==> config.mk <==
export PLATFORM = sky130hd
export DESIGN_NAME = regfile_write_arbiter
export DESIGN_NICKNAME = d
export VERILOG_FILES = /design/src/rtl/regfile_write_arbiter.sv
export SDC_FILE = /design/constraint.sdc
export NUM_CORES = 1
export LEC_CHECK = 0
export ABC_AREA = 1
export BUFFER_PORTS_ARGS = -buffer_cell sky130_fd_sc_hd__buf_2
export CAP_MARGIN = 20
export CORE_ASPECT_RATIO = 1.1
export CORE_MARGIN = 8
export CORE_UTILIZATION = 34
export CTS_CLUSTER_DIAMETER = 100
export CTS_CLUSTER_SIZE = 16
export DETAILED_ROUTE_END_ITERATION = 12
export PLACE_DENSITY = 0.78
export SLEW_MARGIN = 20
export SYNTH_ARGS = -nofsm -noshare
export SYNTH_HDL_FRONTEND = slang
export SYNTH_SLANG_ARGS = --single-unit
==> constraint.sdc <==
create_clock -name clk -period 1.73 [get_ports clk]
set_input_delay 0.346 -clock clk [delete_from_list [all_inputs] [get_ports clk]]
set_output_delay 0.346 -clock clk [all_outputs]
set_load 0.01 [all_outputs]
==> src/rtl/regfile_write_arbiter.sv <==
// Register file write-port arbiter: core writeback vs. debug/loader, with a post-reset clearing sweep.
// Define RF_INIT_SWEEP_EN to enable the x1..x(NUM_REGS-1) sweep; otherwise RUN is entered straight from reset.
module regfile_write_arbiter #(
  parameter int NUM_REGS     = 32,
  parameter int ADDR_W       = 5,
  parameter int DATA_W       = 32,
  parameter int INIT_VALUE   = 0,
  parameter int STARVE_LIMIT = 4
) (
  input  logic              clk,
  input  logic              reset,
  input  logic              core_we,
  input  logic [ADDR_W-1:0] core_waddr,
  input  logic [DATA_W-1:0] core_wdata,
  input  logic              dbg_req,
  input  logic [ADDR_W-1:0] dbg_addr,
  input  logic [DATA_W-1:0] dbg_wdata,
  output logic              dbg_ack,
  output logic              core_stall,
  output logic              init_done,
  output logic              rf_we,
  output logic [ADDR_W-1:0] rf_waddr,
  output logic [DATA_W-1:0] rf_wdata
);

  typedef enum logic {INIT, RUN} state_e;

  localparam logic [ADDR_W-1:0] LAST_ADDR = ADDR_W'(NUM_REGS - 1);
  localparam logic [3:0]        LIMIT     = 4'(STARVE_LIMIT);
  localparam logic [DATA_W-1:0] INIT_VAL  = DATA_W'(INIT_VALUE);

`ifdef RF_INIT_SWEEP_EN
  localparam state_e RST_STATE = INIT;
`else
  localparam state_e RST_STATE = RUN;
`endif

  state_e            state_q, state_d;
  logic [ADDR_W-1:0] sweep_q, sweep_d;
  logic [3:0]        starve_q, starve_d;
  logic              ack_q, ack_d;
  logic              done_q, done_d;

  logic core_eff, dbg_ok, force_dbg, dbg_grant;

  assign core_eff  = core_we && (core_waddr != '0);
  assign dbg_ok    = dbg_req && !ack_q;
  assign force_dbg = dbg_ok && (starve_q == LIMIT);

  always_ff @(posedge clk or negedge reset) begin
    if (!reset) begin
      state_q  <= RST_STATE;
      sweep_q  <= ADDR_W'(1);
      starve_q <= '0;
      ack_q    <= 1'b0;
      done_q   <= 1'b0;
    end else begin
      state_q  <= state_d;
      sweep_q  <= sweep_d;
      starve_q <= starve_d;
      ack_q    <= ack_d;
      done_q   <= done_d;
    end
  end

  always_comb begin
    state_d    = state_q;
    sweep_d    = sweep_q;
    starve_d   = starve_q;
    ack_d      = 1'b0;
    done_d     = done_q;
    dbg_grant  = 1'b0;
    rf_we      = 1'b0;
    rf_waddr   = core_waddr;
    rf_wdata   = core_wdata;
    core_stall = 1'b0;
    case (state_q)
      INIT: begin
        rf_we      = 1'b1;
        rf_waddr   = sweep_q;
        rf_wdata   = INIT_VAL;
        core_stall = 1'b1;
        starve_d   = '0;
        sweep_d    = sweep_q + ADDR_W'(1);
        if (sweep_q == LAST_ADDR) begin
          state_d = RUN;
          done_d  = 1'b1;
        end
      end
      default: begin
        dbg_grant  = dbg_ok && (!core_eff || force_dbg);
        ack_d      = dbg_grant;
        core_stall = dbg_grant && core_eff;
        if (dbg_grant) begin
          rf_we    = (dbg_addr != '0);
          rf_waddr = dbg_addr;
          rf_wdata = dbg_wdata;
        end else if (core_eff) begin
          rf_we = 1'b1;
        end
        // Starvation count holds during the ack cycle (request still high but not eligible).
        if (dbg_grant || !dbg_req)   starve_d = '0;
        else if (dbg_ok && starve_q != LIMIT) starve_d = starve_q + 4'd1;
      end
    endcase
    if (!reset) begin
      rf_we      = 1'b0;
      core_stall = 1'b1;
    end
  end

  assign dbg_ack = ack_q;
`ifdef RF_INIT_SWEEP_EN
  assign init_done = done_q;
`else
  assign init_done = reset;
`endif

endmodule

==> results.ini, run 1 <==
[outcome]
outcome = complete, but fails checks
violations = negative setup slack

[final_layout]
nFillCells = 309
layout_commonest_cell = buf_2
final_cell_mix = buf_2 (89), nand2_2 (50), nand3_1 (41)
area_delta_synth_final_pct = 92.8
drive_above_1_share_pct = 64.6
fin_util_pct = 68.3
final-seq-area_um2 = 278
n_antenna_cell = 0
finalNetCount = 425
multi_input_area_mm2 = 0.00104

[timing]
fin_skew_ns = 0.000483
rsz0062_at_grt = true
period_share_pct = 125
worst_slack_ns = -0.439
slew_headroom_pct = 76.8
layout_min_cycle_time_ns = 2.17
setup_viol = 39
hold_slack_ns = 0.0624
slew_violations = 0
tightestPinTransition_ns = 0.348
max_freq_mhz = 461
hold_viol_final = 0

[setup_path]
crit_required_ns = 1.38
startpoint_type = flop
worstSetupPathType = reg -> out
end_kind = output port
cp_data_arrival_time_ns = 1.82
cp_max_fo = 11

[detailed_routing]
drt_pre_antenna_iters = 4
drt-wirelength-per-cell_um = 15.3
dr_total_vias = 1912
ant_nets = 0
vias_per_cell = 4.88
drt_iter0_drc = 62
wirelength_um = 6000
drc = 0

[clocking]
clk_latency_ns = 0.24
postCtsHoldBufs = 0
numCtsBuffers = 3
h-tree-depth = 1
clkTransAtPathRegs_ns = 0.05
cts_buffer_depth = 2
clkSinkCount = 11
cts.root.buffer_cell = clkbuf_8
cts_tree = built

[yosys]
synth_fp_nets = 291
yosysSeqAreaShare_pct = 21.4
synthesis.area_mm2 = 0.00129
syn_area_per_cell_um2 = 6.20
synthTopCellsByArea = nand2_1 (23%), dfrtp_1 (17%), nand3_1 (17%)
ys.flop_type = dfrtp_1
yosys.area.top_type_share_pct = 22.9
synth-edff-count = 0
yosysWarnings = 0
synth_cells = 209
synth-seq-cells = 11
synth_top_cell_by_area = nand2_1
ys_async_sr_fraction_pct = 100
synth_cell_types = 30

[grt]
grt_overflow = 0
grt_use_total_pct = 17.0
grt_pass1_wl_um = 8300
antenna_found_initial = 0
grt_max_degree = 23
grt_pass1_vias = 1859

[place]
io_buffers = 118
routabilityCongestion = 0.800
hpwl_um = 4480

[power]
power_density_mw_per_mm2 = 446
pwr-share-comb_pct = 53.1
netSwitchingFraction_pct = 34.1
p_switching_uw = 379
intPower_uw = 734
pwr-share-seq_pct = 23.8
p_leak_nw = 1.44
peakVddDrop_mv = 0.473
clkPwrFrac_pct = 23.0

[die]
io-pin-count = 119
die_w_um = 74.8
core_mm2 = 0.00365
die_y_um = 80.7
start_util_pct = 35.4
rows = 23
die_area_mm2 = 0.00604

[worst_hold_path]
min_path_type = in -> async

[run]
drv_cap = 0

==> cells by family (layout without fill, tap and decap cells) <==
family                     count (synthesis)  after routing  synth area share [%]
xor gates and xnor gates                   4              4                  2.71
AOI/OAI and AO/OA                          5              5                  2.32
and+or+nand+nor                          156            156                  57.3
DFF                                       11             11                  21.4
buffers and inverters                     29            162                  12.4
adders and majority gates                  4              4                  3.86
==> final timing paths <==
| kind | end | cells after the start | slack (ns) | startpoint |
|---|---|---|---|---|
| min in group clk | starve_q[2] | 3 | 0.46 | dbg_req |
| hold reg to reg | sweep_q[0] | 2 | 0.48 | sweep_q[0] |
| setup / recovery | rf_wdata[23] | 12 | -0.44 | starve_q[0] |
| setup reg to reg | starve_q[2] | 7 | 0.26 | starve_q[0] |
| max in group asynchronous | state_q | 2 | 1.44 | reset |
| hold / removal | sweep_q[3] | 2 | 0.06 | reset |
==> power by group through the flow <==
stage                     combinational, mW  sequential (mW)  clock, mW
after floorplan                       0.231            0.270          0
after global placement                0.449            0.268          0
after detailed placement              0.457            0.268          0
after CTS                             0.532            0.265      0.265
after global routing                  0.639            0.265      0.276
final                                 0.591            0.265      0.256
==> state kept, by name, summed over array words and instances, names as in the netlist <==
name / flops
sweep_q: 5
dbg_ack: 1
starve_q: 4
state_q: 1
==> per-stage QoR <==
| step | cells | TNS, ns | power [mW] | setup WS [ns] | area [um2] |
|---|---|---|---|---|---|
| 5_1_grt | 392 | -19.03 | 1.18 | -0.550 | 2500 |
| 3_3_place_gp | 383 | -4.17 | 0.717 | -0.132 | 2120 |
| 4_1_cts | 390 | -14.21 | 1.06 | -0.431 | 2350 |
| 2_1_floorplan | 209 | -0.650 | 0.501 | -0.0306 | 1390 |
| 6_report | 392 | -15.09 | 1.11 | -0.439 | 2500 |
| 3_5_place_dp | 383 | -6.43 | 0.726 | -0.203 | 2120 |
==> cell type report <==
class                           count  share of cell area (%)
Tap cell                           50                    2.51
Inverter                           14                    2.11
Clock buffer                        4                    1.80
Timing Repair Buffer              144                    40.8
Sequential cell                    11                    11.1
Multi-Input combinational cell    169                    41.7
==> repair_timing <==
item | in CTS | in global routing
endpoints found under the setup margin | 39 | 39
gates resized for setup | 34 | 25
setup buffers | 3 | 2
gates cloned | 1 | 1
pin swaps | 2 | 4
==> per-layer routing <==
| layer | part of all wire (%) | track usage (%) | up-vias |
|---|---|---|---|
| li1 | - | - | 936 |
| met1 | 34 | 17.4 | 877 |
| met2 | 53 | 32.4 | 93 |
| met3 | 11 | 3.74 | 6 |
| met4 | 1.3 | 5.69 | 0 |
| met5 | 0 | 0 | - |
==> worst max-delay path, stage by stage, from the launching register on <==
cell and delay [ns]:
dfrtp_1 0.39, inv_2 0.09, ha_4 0.14, nand2_4 0.05
nor2_4 0.09, inv_2 0.06, nand3_4 0.10, nand2_8 0.08
nor2_8 0.16, clkbuf_16 0.20, nand2_2 0.05, nand2_2 0.07
buf_6 0.10
==> synthesized netlist by cell type (3+ instances only) <==
| cell type | instances |
|---|---|
| nand3_1 | 44 |
| ha_1 | 4 |
| buf_1 | 4 |
| dfrtp_1 | 9 |
| nand4_1 | 4 |
| buf_2 | 5 |
| nor2_1 | 8 |
| buf_6 | 4 |
| inv_1 | 13 |
| xor2_1 | 3 |
| nand2_2 | 10 |
| nand2_1 | 79 |
(Power assumes the default switching activity.)
==> inputs of run 2 (changes only) <==
- ABC_CLOCK_PERIOD_IN_PS: unset -> 1730
- GPL_TIMING_DRIVEN: unset -> 0
- PLACE_DENSITY: 0.78 -> 0.75
==> results.ini, run 2 (synthesized netlist as in run 1, its figures left out) <==
[grt]
grt_use_total_pct = 18.3  ; +1.3 points
grt_pass1_wl_um = 8750  ; +5.4%
grt_overflow = 0  ; unchanged
antenna_found_initial = 0  ; unchanged
grt_max_degree = 11  ; -52%
grt_pass1_vias = 1909  ; +2.7%

[place]
io_buffers = 118  ; unchanged
routabilityCongestion = 0.828  ; +3.6%
hpwl_um = 4440  ; -0.90%
preCtsSetupSlack_ns = -0.284  ; -0.0805 ns

[power]
peakVddDrop_mv = 0.392  ; -17%
finalPower_mw = 1.09  ; -2.2%
power_density_mw_per_mm2 = 445  ; -0.24%
p_leak_nw = 1.44  ; -0.52%

[final_layout]
layout_commonest_cell = buf_2
final_cell_mix = buf_2 (101), nand2_2 (48), nand3_1 (43)
finalNetCount = 430  ; +1.2%
area_delta_synth_final_pct = 88.9
reg_top3 = sweep_q: 5 flops, starve_q: 4 flops
largest_reg_flops = 5  ; unchanged
drive_above_1_share_pct = 63.1  ; -1.5 points
n_antenna_cell = 0  ; unchanged
regMostFlops = sweep_q

[run]
drv_cap = 0  ; unchanged

[clocking]
cts.root.buffer_cell = clkbuf_8
h-tree-depth = 1  ; unchanged
cts_buffer_depth = 2  ; unchanged
cts_tree = built
clkTransAtPathRegs_ns = 0.05  ; about the same
clkSinkCount = 11  ; unchanged
numCtsBuffers = 3  ; unchanged
clk_latency_ns = 0.24  ; about the same

[detailed_routing]
wirelength_um = 5930  ; -1.2%
vias_per_cell = 4.86  ; -0.33%
drc = 0  ; unchanged
drt_iter0_drc = 57  ; -8.1%
dr_total_vias = 1930  ; +0.94%
drt-wirelength-per-cell_um = 14.9  ; -2.4%
ant_nets = 0  ; unchanged
drt_pre_antenna_iters = 4  ; unchanged

[die]
die_w_um = 74.8  ; unchanged
die_y_um = 80.7  ; unchanged
io-pin-count = 119  ; unchanged
rows = 23  ; unchanged
die_area_mm2 = 0.00604  ; unchanged
core_mm2 = 0.00365  ; unchanged
start_util_pct = 35.4  ; unchanged

[timing]
rsz0062_at_grt = true
hold_slack_ns = 0.119  ; +0.0568 ns
slew_violations = 0  ; unchanged
max_freq_mhz = 465  ; +0.89%
hold_viol_final = 0  ; unchanged
fin_skew_ns = 0.00186  ; +0.00137 ns
slew_headroom_pct = 69.7  ; -7.1 points
tightestPinTransition_ns = 0.455  ; +0.107 ns
worst_slack_ns = -0.420  ; +0.0191 ns
layout_min_cycle_time_ns = 2.15  ; -0.0191 ns
setup_viol = 39  ; unchanged
period_share_pct = 124  ; -1.1 points

[setup_path]
cp_data_arrival_time_ns = 1.80  ; -0.02 ns
critPathMaxStageDelay_ns = 0.38  ; about the same
crit_required_ns = 1.38  ; about the same
cp-endpoint = rf_wdata[3]
path_cells = inv_2 > ha_4 > nand2_4 > nor2_4 > inv_2 > nand3_4 > nand2_4 > nor2_8 > buf_6 > buf_6 > nand2_2 > nand2_2 > buf_6
startpoint = starve_q[0]
timing.rr.end = dbg_ack
r2r_setup_slack_ns = 0.22  ; -0.04 ns
reg2regPathDepth = 11  ; +4
worstSetupPathType = reg -> out
startpoint_type = flop
crit_path_top_delay_cell = dfrtp_1
cp_max_fo = 5  ; -6
crit_top_cell = buf_6
worstReg2RegStart = starve_q[0]
end_kind = output port

[outcome]
violations = negative setup slack
outcome = complete, but fails checks

[worst_hold_path]
min_path_type = in -> async

[run 2: report_power, final]
group	switching, mW	internal, mW	total (mW)
logic	0.275	0.293	0.569
registers	0.00287	0.262	0.265
clock network	0.0926	0.161	0.254
total	0.371	0.717	1.09
[run 2: through the flow]
step / setup TNS, ns / cells / instance area, um2 / util [%]
finish: -13.65 / 397 / 2450 / 66.9
global placement: -7.77 / 377 / 2040 / 55.8
floorplan: -0.650 / 209 / 1390 / -
global route: -17.86 / 397 / 2450 / 66.9
detailed placement: -8.50 / 377 / 2040 / 55.8
CTS: -15.34 / 396 / 2400 / 65.8
[run 2: how the worst min path moves through the flow]
stage,startpoint,end,slack [ns]
floorplan,reset,dbg_ack,0.05
global placement,reset,starve_q[2],0.25
detailed placement,reset,starve_q[3],0.24
CTS,reset,sweep_q[0],0.11
global route,reset,sweep_q[0],0.13
finish,reset,sweep_q[0],0.12
[run 2: final cells by class]
cell class | instances | area [um2]
well taps | 50 | 62.6
plain buffers | 14 | 103
fillers | 315 | 1210
multi-input cells | 169 | 1020
flip-flops and latches | 11 | 278
clock buffers | 4 | 45.0
inverters | 14 | 52.6
repair buffers | 135 | 883
[run 2: timing repair]
item,in CTS,in global routing
hold buffers,1,0
hold endpoints to repair,9,0
resized for setup,46,9
pin swaps,10,2
setup buffers,14,2
gates cloned,1,0
endpoints found under the setup margin,39,39
[run 2: critical path: cells and delay by family, from the launching register on]
family,cells,cell delay (ns)
buffers and inverters,5,0.46
and+or+nand+nor,7,0.57
adders and majority gates,1,0.13
DFF,1,0.38
[run 2: routing by layer]
metal / track usage (%) / vias up / routed length (um)
met2: 34.3 / 113 / 3140
met4: 6.08 / 0 / 103
li1: - / 943 / -
met5: 0 / - / 0
met1: 18.7 / 859 / 1980
met3: 4.98 / 15 / 704
==> inputs of run 3 (changes only) <==
- CORE_UTILIZATION: 34 -> 35
- CTS_BUF_LIST: unset -> sky130_fd_sc_hd__clkbuf_4
- PLACE_DENSITY: 0.75 -> 0.77
==> results.ini, run 3 (synthesized netlist as in run 1, its figures left out) <==
[setup_path]
crit_required_ns = 1.38  ; about the same
path_cells = inv_2 > ha_4 > nand2_4 > nor2_4 > inv_2 > nand3_4 > nand2_4 > nor2_8 > buf_8 > nand2_1 > nand2_2 > buf_6
crit_path_top_delay_cell = dfrtp_1
cp_num_cells = 12  ; -1
timing.rr.end = starve_q[0]
cp_max_fo = 10  ; +5
worstReg2RegStart = starve_q[0]
startpoint_type = flop
critPathBufInv = 4  ; -1
r2r_setup_slack_ns = 0.26  ; +0.04 ns
cp_data_arrival_time_ns = 1.84  ; +0.04 ns
reg2regPathDepth = 10  ; -1
critPathMaxStageDelay_ns = 0.39  ; about the same
end_kind = output port
cp-endpoint = rf_wdata[17]
worstSetupPathType = reg -> out
startpoint = starve_q[0]
cp_top_family = simple AND/OR/NAND/NOR gates

[die]
die_area_mm2 = 0.00590  ; -2.3%
start_util_pct = 36.0  ; +0.57 points
core_mm2 = 0.00360  ; -1.6%
die_w_um = 74.0  ; -1.1%
rows = 23  ; unchanged
io-pin-count = 119  ; unchanged
die_y_um = 79.8  ; -1.2%

[power]
peakVddDrop_mv = 0.388  ; -1.1%
p_leak_nw = 1.49  ; +3.5%
clkPwrFrac_pct = 18.0  ; -5.4 points
finalPower_mw = 1.05  ; -3.0%
pwr-share-seq_pct = 25.0  ; +0.6 points
netSwitchingFraction_pct = 35.6  ; +1.5 points
pwr-share-comb_pct = 57.0  ; +4.7 points
power_density_mw_per_mm2 = 417  ; -6.3%
intPower_uw = 680  ; -5.2%
p_switching_uw = 375  ; +1.1%

[run]
drv_cap = 0  ; unchanged

[place]
routabilityCongestion = 0.769  ; -7.1%
preCtsSetupSlack_ns = -0.290  ; -0.00624 ns
place_inst = 377  ; unchanged
hpwl_um = 4260  ; -4.1%
postPlaceCellArea_mm2 = 0.00204  ; unchanged
io_buffers = 118  ; unchanged

[clocking]
h-tree-depth = 1  ; unchanged
cts.root.buffer_cell = clkbuf_4
clkSinkCount = 11  ; unchanged
clkTransAtPathRegs_ns = 0.07  ; +0.02 ns
numCtsBuffers = 3  ; unchanged
cts_buffer_depth = 2  ; unchanged
clk_latency_ns = 0.27  ; +0.03 ns
cts_tree = built

[timing]
worst_slack_ns = -0.460  ; -0.0398 ns
period_share_pct = 127  ; +2.3 points
layout_min_cycle_time_ns = 2.19  ; +0.0398 ns
hold_slack_ns = 0.0798  ; -0.0393 ns
tightestPinTransition_ns = 0.505  ; +0.0501 ns
fin_skew_ns = 0.00482  ; +0.00296 ns
max_freq_mhz = 457  ; -1.8%
rsz0062_at_grt = true
setup_tns_ns = -15.75  ; -2.10 ns
slew_violations = 0  ; unchanged
setup_viol = 39  ; unchanged
hold_viol_final = 0  ; unchanged
slew_headroom_pct = 66.3  ; -3.3 points

[final_layout]
area_delta_synth_final_pct = 95.5
fin_util_pct = 70.4  ; +3.4 points
finalNetCount = 427  ; -0.70%
stdcell_count = 394  ; -0.76%
multi_input_area_mm2 = 0.00108  ; +5.4%
regMostFlops = sweep_q
nFillCells = 307  ; -2.5%
layout_commonest_cell = buf_2
final-seq-area_um2 = 278  ; unchanged
reg_top3 = sweep_q: 5 flops, starve_q: 4 flops
final_cell_mix = buf_2 (92), nand2_2 (47), nand3_1 (36), buf_6 (36), nand2_1 (33)
largest_reg_flops = 5  ; unchanged
final_cell_area_mm2 = 0.00253  ; +3.5%
n_antenna_cell = 0  ; unchanged
drive_above_1_share_pct = 66.0  ; +2.9 points

[detailed_routing]
drc = 0  ; unchanged
dr_total_vias = 1958  ; +1.5%
drt_iter0_drc = 66  ; +16%
drt_pre_antenna_iters = 4  ; unchanged
wirelength_um = 6100  ; +2.9%
vias_per_cell = 4.97  ; +2.2%
drt-wirelength-per-cell_um = 15.5  ; +3.7%
ant_nets = 0  ; unchanged

[grt]
grt_pass1_wl_um = 8780  ; +0.39%
grt_max_degree = 11  ; unchanged
grt_use_total_pct = 18.2  ; -0.065 points
antenna_found_initial = 0  ; unchanged
grt_overflow = 0  ; unchanged
grt_pass1_vias = 1836  ; -3.8%

[outcome]
violations = negative setup slack
outcome = complete, but fails checks

[worst_hold_path]
min_path_type = in -> async

run 3: power groups by stage:
stage / clock, mW / combinational [mW] / sequential, mW
4_1_cts: 0.189 / 0.562 / 0.264
2_1_floorplan: 0 / 0.231 / 0.270
5_1_grt: 0.197 / 0.644 / 0.264
3_3_place_gp: 0 / 0.430 / 0.270
6_report: 0.190 / 0.601 / 0.264
3_5_place_dp: 0 / 0.436 / 0.270
run 3: area by class of cell:
class,instances,share of cell area (%)
multi-input cells,169,42.6
repair buffers,133,36.6
flip-flops and latches,11,11.0
plain buffers,13,4.10
well taps,50,2.47
inverters,14,2.08
clock buffers,4,1.19
run 3: metal layers:
| layer | GRT usage (%) | part of all wire, % |
|---|---|---|
| met1 | 20.0 | 36 |
| met4 | 2.40 | 0.97 |
| met2 | 34.7 | 54 |
| met3 | 4.02 | 9.1 |
| met5 | 0 | 0 |
run 3: what timing repair did:
item	in CTS	in global routing
gates resized for setup	52	26
endpoints found under the setup margin	39	39
hold buffers	1	0
gates cloned	2	0
endpoints found under the hold margin	9	0
pin swaps	7	11
setup buffers	11	4
run 3: how the worst min path moves through the flow:
stage | start | cells after the start | slack (ns) | to
6_report | reset | 1 | 0.08 | sweep_q[0]
5_1_grt | reset | 1 | 0.08 | sweep_q[0]
4_1_cts | reset | 1 | 0.08 | sweep_q[0]
3_5_place_dp | reset | 1 | 0.24 | sweep_q[1]
3_3_place_gp | reset | 1 | 0.25 | sweep_q[1]
2_1_floorplan | reset | 0 | 0.05 | dbg_ack
